## config.mk

```make
export PLATFORM = sky130hd
export DESIGN_NAME = trigger_pulse_stretch
export DESIGN_NICKNAME = d
export VERILOG_FILES = /design/src/rtl/trigger_pulse_stretch_pkg.sv /design/src/rtl/trigger_pulse_stretch.sv
export SDC_FILE = /design/constraint.sdc
export NUM_CORES = 1
export LEC_CHECK = 0
export BUFFER_PORTS_ARGS = -buffer_cell sky130_fd_sc_hd__buf_4
export CAP_MARGIN = 5
export CORE_MARGIN = 3
export CORE_UTILIZATION = 62
export CTS_CLUSTER_SIZE = 10
export DETAILED_ROUTE_END_ITERATION = 12
export PLACE_DENSITY = 0.81
export SYNTH_ARGS = -nofsm -noshare
export SYNTH_HDL_FRONTEND = slang
export SYNTH_SLANG_ARGS = --single-unit
```

## constraint.sdc

```tcl
create_clock -name i_clk -period 3.4 [get_ports i_clk]
set_input_delay 0.17 -clock i_clk [delete_from_list [all_inputs] [get_ports i_clk]]
set_output_delay 0.17 -clock i_clk [all_outputs]
set_load 0.01 [all_outputs]
```

## src/rtl/trigger_pulse_stretch_pkg.sv

```systemverilog
// Shared types for trigger_pulse_stretch: FSM state encoding and a sizing helper.
package trigger_pulse_stretch_pkg;

    typedef enum logic [1:0] {
        ST_IDLE = 2'd0,
        ST_HIGH = 2'd1,
        ST_GAP  = 2'd2
    } state_t;

    function automatic int max_int(input int a, input int b);
        return (a > b) ? a : b;
    endfunction

endpackage

```

## src/rtl/trigger_pulse_stretch.sv

```systemverilog
// Stretches single-cycle triggers into HIGH_N-cycle pulses separated by LOW_N-cycle gaps.
// Latency: 1 cycle trigger-to-output. Busy triggers are queued up to MAX_PEND, extras set a sticky overflow.
module trigger_pulse_stretch
    import trigger_pulse_stretch_pkg::*;
#(
    parameter int HIGH_N     = 25000000,
    parameter int LOW_N      = 25000000,
    parameter int MAX_PEND   = 15,
    parameter int ACTIVE_LOW = 0
) (
    input  logic                          i_clk,
    input  logic                          i_rst_n,
    input  logic                          i_trigger,
    input  logic                          i_clear,
    output logic                          o_out,
    output logic                          o_busy,
    output logic [$clog2(MAX_PEND+1)-1:0] o_pending,
    output logic                          o_overflow
);

    localparam int CNT_W  = $clog2(max_int(HIGH_N, LOW_N) + 1);
    localparam int PEND_W = $clog2(MAX_PEND + 1);

    localparam logic [CNT_W-1:0]  HIGH_LOAD = CNT_W'(HIGH_N - 1);
    localparam logic [CNT_W-1:0]  LOW_LOAD  = CNT_W'(LOW_N - 1);
    localparam logic [PEND_W-1:0] PEND_MAX  = PEND_W'(MAX_PEND);
    localparam logic              OUT_IDLE  = (ACTIVE_LOW != 0);

    state_t              state_q, state_d;
    logic [CNT_W-1:0]    cnt_q, cnt_d;
    logic [PEND_W-1:0]   pend_q, pend_d;
    logic                ovf_q, ovf_d;
    logic                out_q, out_d;
    logic                busy_q, busy_d;

    always_comb begin
        state_d = state_q;
        cnt_d   = cnt_q;
        pend_d  = pend_q;
        ovf_d   = ovf_q;

        case (state_q)
            ST_IDLE: begin
                if (i_trigger) begin
                    state_d = ST_HIGH;
                    cnt_d   = HIGH_LOAD;
                end
            end
            ST_HIGH: begin
                if (cnt_q == '0) begin
                    state_d = ST_GAP;
                    cnt_d   = LOW_LOAD;
                end else begin
                    cnt_d = cnt_q - 1'b1;
                end
                if (i_trigger) begin
                    if (pend_q == PEND_MAX) ovf_d = 1'b1;
                    else                    pend_d = pend_q + 1'b1;
                end
            end
            ST_GAP: begin
                if (cnt_q == '0) begin
                    // A trigger arriving on the last gap cycle replaces the dequeued entry.
                    if (i_trigger || (pend_q != '0)) begin
                        state_d = ST_HIGH;
                        cnt_d   = HIGH_LOAD;
                        if (!i_trigger) pend_d = pend_q - 1'b1;
                    end else begin
                        state_d = ST_IDLE;
                    end
                end else begin
                    cnt_d = cnt_q - 1'b1;
                    if (i_trigger) begin
                        if (pend_q == PEND_MAX) ovf_d = 1'b1;
                        else                    pend_d = pend_q + 1'b1;
                    end
                end
            end
            default: begin
                state_d = ST_IDLE;
                cnt_d   = '0;
            end
        endcase

        if (i_clear) begin
            state_d = ST_IDLE;
            cnt_d   = '0;
            pend_d  = '0;
            ovf_d   = 1'b0;
        end

        out_d  = (state_d == ST_HIGH) ? ~OUT_IDLE : OUT_IDLE;
        busy_d = (state_d != ST_IDLE);
    end

    always_ff @(posedge i_clk or negedge i_rst_n) begin
        if (!i_rst_n) begin
            state_q <= ST_IDLE;
            cnt_q   <= '0;
            pend_q  <= '0;
            ovf_q   <= 1'b0;
            out_q   <= OUT_IDLE;
            busy_q  <= 1'b0;
        end else begin
            state_q <= state_d;
            cnt_q   <= cnt_d;
            pend_q  <= pend_d;
            ovf_q   <= ovf_d;
            out_q   <= out_d;
            busy_q  <= busy_d;
        end
    end

    assign o_out      = out_q;
    assign o_busy     = busy_q;
    assign o_pending  = pend_q;
    assign o_overflow = ovf_q;

endmodule
```

---- Word level (Yosys, flattened, before mapping) ----
Index checks and enable logic that the tools add are counted.
word-level totals
  register bits ........................... 34
  input bits .............................. 4
  output and inout port bits .............. 7
  word-level logic and storage cells ...... 51
cells by class
  add/sub/neg operators ................... 3
  equality and inequality tests ........... 8
  muxes and demuxes ....................... 25
  reductions and logical operators ........ 9
operators by type and width
  operator               number
  $mux 25                5
  $pmux 25 s3            1
  $logic_not 25->1       1
  $sub 25x1->25 const B  1
  $mux 4                 6
  $mux 2                 4
  $ne 4x4->1 const B     2
  $pmux 4 s2             1
  $mux 1                 6
  $ne 3x3->1 const B     2
  $pmux 2 s3             1
  $add 4x1->4 const B    1
  $eq 2x1->1 const B     2
  $eq 4x4->1 const B     1
  $reduce_and 2->1       2
  $reduce_bool 4->1      1
  $sub 4x1->4 const B    1
  $reduce_and 3->1       1
  $reduce_bool 3->1      1
  $eq 2x2->1 const B     1
  $logic_not 2->1        1
  $pmux 1 s2             1
  $reduce_bool 2->1      1
  $logic_or 1x1->1       1

---- Logic depth before layout (Yosys ltp) ----
  depth after elaboration ................. 8
  depth in mapped cells ................... 9
  gate-level depth less buffers ........... 8

---- Least setup slack after synthesis ----
Ideal clock, no wire load.
  kind .................................... reg-to-reg
  from .................................... reg cnt_q[0]
  to ...................................... reg cnt_q[5]
  data arrival time ....................... 2,692 ps
  data required time ...................... 3,273 ps
  slack ................................... 581 ps
  cell stages (with the launch flop) ...... 10
  clock period less this slack ............ 2,819 ps
  path through ............................ dfrtp_1 > inv_1 > ha_1 > or3b_2 > clkbuf_1 > or4_4 > or4_4 > buf_6 > o311a_1 > o32a_2
between the ends
  word-level cells in the longest chain between the ends .. 4
  elaborated cells between the ends (all ways) .. 8
ends and longest elaborated chain
  what                                               RTL line                                                  RTL
  start: declaration                                 trigger_pulse_stretch.sv:30                               logic [CNT_W-1:0] cnt_q, cnt_d;
  start signal: assignment                           trigger_pulse_stretch.sv:106                              cnt_q <= cnt_d;
  $sub 25x1->25 or $logic_not 25->1 (tied branches)  n/a
  $mux 25, on equally long branches                  trigger_pulse_stretch.sv:62, trigger_pulse_stretch.sv:50
  $pmux 25 s3                                        trigger_pulse_stretch.sv:42                               case (state_q)
  $mux 25                                            trigger_pulse_stretch.sv:85                               if (i_clear) begin
Parallel ways exist; a longest one is shown, timed or not.
A chain may end at the register's enable or synchronous reset.

---- Final worst setup path ----
  from .................................... reg cnt_q[0]
  to ...................................... reg cnt_q[11]
Same word-level chain as after synthesis.

==> metrics.csv <==
stage,metric,value,unit
timing,hold_viol_final,0,
critical_path,critPathLaunchType,flop,
synthesis,synth_area_leaders,"dfrtp_1 35%, a21oi_1 4.5%, nor2_1 4.2%",
timing,fin_ws,0.524,ns
timing,maxSlewViolCount,0,
cells_and_area,design_area,2680,µm²
synthesis,syn_inst,284,
global_routing,grt_pass1_vias,1998,
cells_and_area,antenna_cells,0,
timing,rsz0062_at_grt,no,
global_routing,antenna_found_initial,0,
critical_path,cp.required,3.63,ns
synthesis,ys_seq_area_share,35.1,%
timing,clock.fmax,348,MHz
drt,routed_wl,6220,µm
critical_path,setup.worst_path.end_class,flop,
drt,first_pass_iters,5,
place,place_ws,0.562,ns
synthesis,syn-num-nets,296,
die,chipWidth,68.6,µm
synthesis,synth.distinct_cells,58,
cells_and_area,final_cells,344,
drt,top_layer,met4,
die,io_pins,11,
place,port-buffer-count,10,
synthesis,synth_area,2430,µm²
clock_tree,clk_path_buf_depth,2,
timing,min_period,2.88,ns
place,routabilityCongestion,0.931,
synthesis,ys_warn_count,0,
global_routing,grt_pass1_wl,9960,µm
drt,wl_met1,2970,µm
clock_tree,clk_pin_slew_worst_paths,0.07,ns
synthesis,synth_area_leader_cell,dfrtp_1,
clock_tree,worstSkewPairLatency,0.29,ns
cells_and_area,drive_gt1_share,15.5,%
critical_path,crit_type,flop to flop,
timing,clock_skew,0.00245,ns
timing,setup-tns-final,0,ns
drt,viasPerCell,6.86,
timing,slew_headroom,43.3,%
synthesis,ys_ff_latch,34,
global_routing,grt_max_degree,35,
clock_tree,cts_tree,yes,
clock_tree,clkSinkCount,34,
timing,setup_violations,0,
die,rows,22,
die,die_y,68.6,µm
global_routing,grt.overflow.total,0,
clock_tree,cts_made_buffers,5,
drt,vias,2359,
synthesis,synthArstFlopShare,100,%
status,status,"finished, final reports clean",
power,ir_drop,0.386,mV
drt,wl_met2,2690,µm
place,dpl.hpwl,4340,µm
synthesis,synth.top_cell.area_share,35.1,%
cells_and_area,final_core_util,72.1,%
timing,period_share,84.6,%
drt,dr_wl_met3,428,µm
cells_and_area,syn_to_final_growth,10.5,%
clock_tree,cts-root-buf,clkbuf_8,
drt,wire_per_inst,18.1,µm
critical_path,crit_arrival,3.11,ns
synthesis,yosysMostFrequentCell,dfrtp_1,
die,start_util,65.3,%
timing,tightest_slew,0.843,ns
synthesis,avgSynthCellArea,8.54,µm²
drt,drt-initial-drc-count,216,
die,dieArea,4700,µm²
place,post-place-cells,335,
run,maxCapViolCount,0,
power,leakage,1.08,nW
drt,drt.antenna.violating_nets,0,
drt,drc_errors,0,
synthesis,synth_edf_count,0,
critical_path,crit_fanout,9,
synthesis,synthTopCellsByCount,"34 x dfrtp_1, 27 x nor2_1, 22 x a21oi_1",
clock_tree,h-tree-depth,2,
synthesis,ys.flop_type,dfrtp_1,
worst_hold_path,hold_path.class,input pin to flop,
die,core-area,3720,µm²
cells_and_area,nNetsFinal,307,
place,post_dp_cell_area,2560,µm²
power,p_per_area,419,nW/µm²
global_routing,grt_usage,28.5,%
-- area by class of cell --
class                           count  area [µm²]
Multi-Input combinational cell    219        1440
Timing Repair Buffer               22         168
Fill cell                         297        1040
Clock buffer                        8         110
Inverter                           13        48.8
Sequential cell                    34         851
Tap cell                           48        60.1
-- power breakdown --
part | switching, W | total (W) | leakage [nW] | internal [W]
clock | 0.000152 | 0.000356 | 0.0575 | 0.000205
sequential | 0.0000414 | 0.000482 | 0.447 | 0.000441
combinational | 0.000173 | 0.000286 | 0.578 | 0.000112
-- flip-flops by register name, indices dropped and copies added, names as in the netlist --
signal and flops:
o_busy 1, cnt_q 25, o_pending 4, state_q 2
o_overflow 1, o_out 1
-- layout by cell type (no fill, tap or decap), drive strengths merged, types with 3 or more instances in the layout --
cell and instances:
ha 8, o22ai 4, nor3 12, nand3 9
a31oi 7, nor2 27, o31ai 12, buf 21
inv 13, or4 9, and2 3, or3 3
clkbuf 8, nor2b 3, nand4 6, o311ai 3
o211ai 6, nand2 12, a21oi 23, o21ai 14
dfrtp 34, o31a 3, or2 4, o32a 4
nor4 12, a211oi 3
-- logic make-up after synthesis --
kind of cell,count (synthesis),share of synthesized area [%]
AOI/OAI and AO/OA,94,27.2
adders and majority gates,8,4.13
buffers and inverters,31,5.47
DFF,34,35.1
muxes,3,1.34
and+or+nand+nor,114,26.8
-- worst max-delay path, stage by stage (launching register included) --
cell and delay (ns):
dfrtp_1 0.42, inv_1 0.08, ha_1 0.20, or3b_2 0.54, or4_4 0.58, or4_4 0.58
nand2_2 0.22, o32a_2 0.19
-- worst paths after layout --
path,start,to,slack (ns),cells past startpoint
setup / recovery,cnt_q[0]$_DFFE_PN0P_,cnt_q[11]$_DFFE_PN0P_,0.52,7
hold / removal,i_clear,o_overflow$_DFFE_PN0P_,0.19,2
setup reg to reg,cnt_q[0]$_DFFE_PN0P_,cnt_q[11]$_DFFE_PN0P_,0.52,7
hold reg to reg,o_overflow$_DFFE_PN0P_,o_overflow$_DFFE_PN0P_,0.50,2
max in group asynchronous,i_rst_n,cnt_q[24]$_DFFE_PN0P_,2.71,2
min in group asynchronous,i_rst_n,cnt_q[8]$_DFFE_PN0P_,0.37,2
-- through the flow --
step / hold slack, ns / power [W]
finish: 0.195 / 0.00112
CTS: 0.184 / 0.00112
global route: 0.204 / 0.00118
detailed placement: 0.153 / 0.000767
floorplan: -0.126 / 0.000681
global placement: 0.144 / 0.000759
-- timing repair --
action                                 in CTS  in global routing
setup buffers                               0                  0
endpoints found under the hold margin      34                  0
gates resized for setup                     0                  0
hold buffers                                1                  0
-- routing by layer --
layer,track usage [%],vias to the layer above
met5,0,-
met4,8.44,0
met3,6.16,13
met2,40.6,90
met1,42.8,1129
li1,-,1127
No activity file was read; power rests on OpenSTA's default activity.
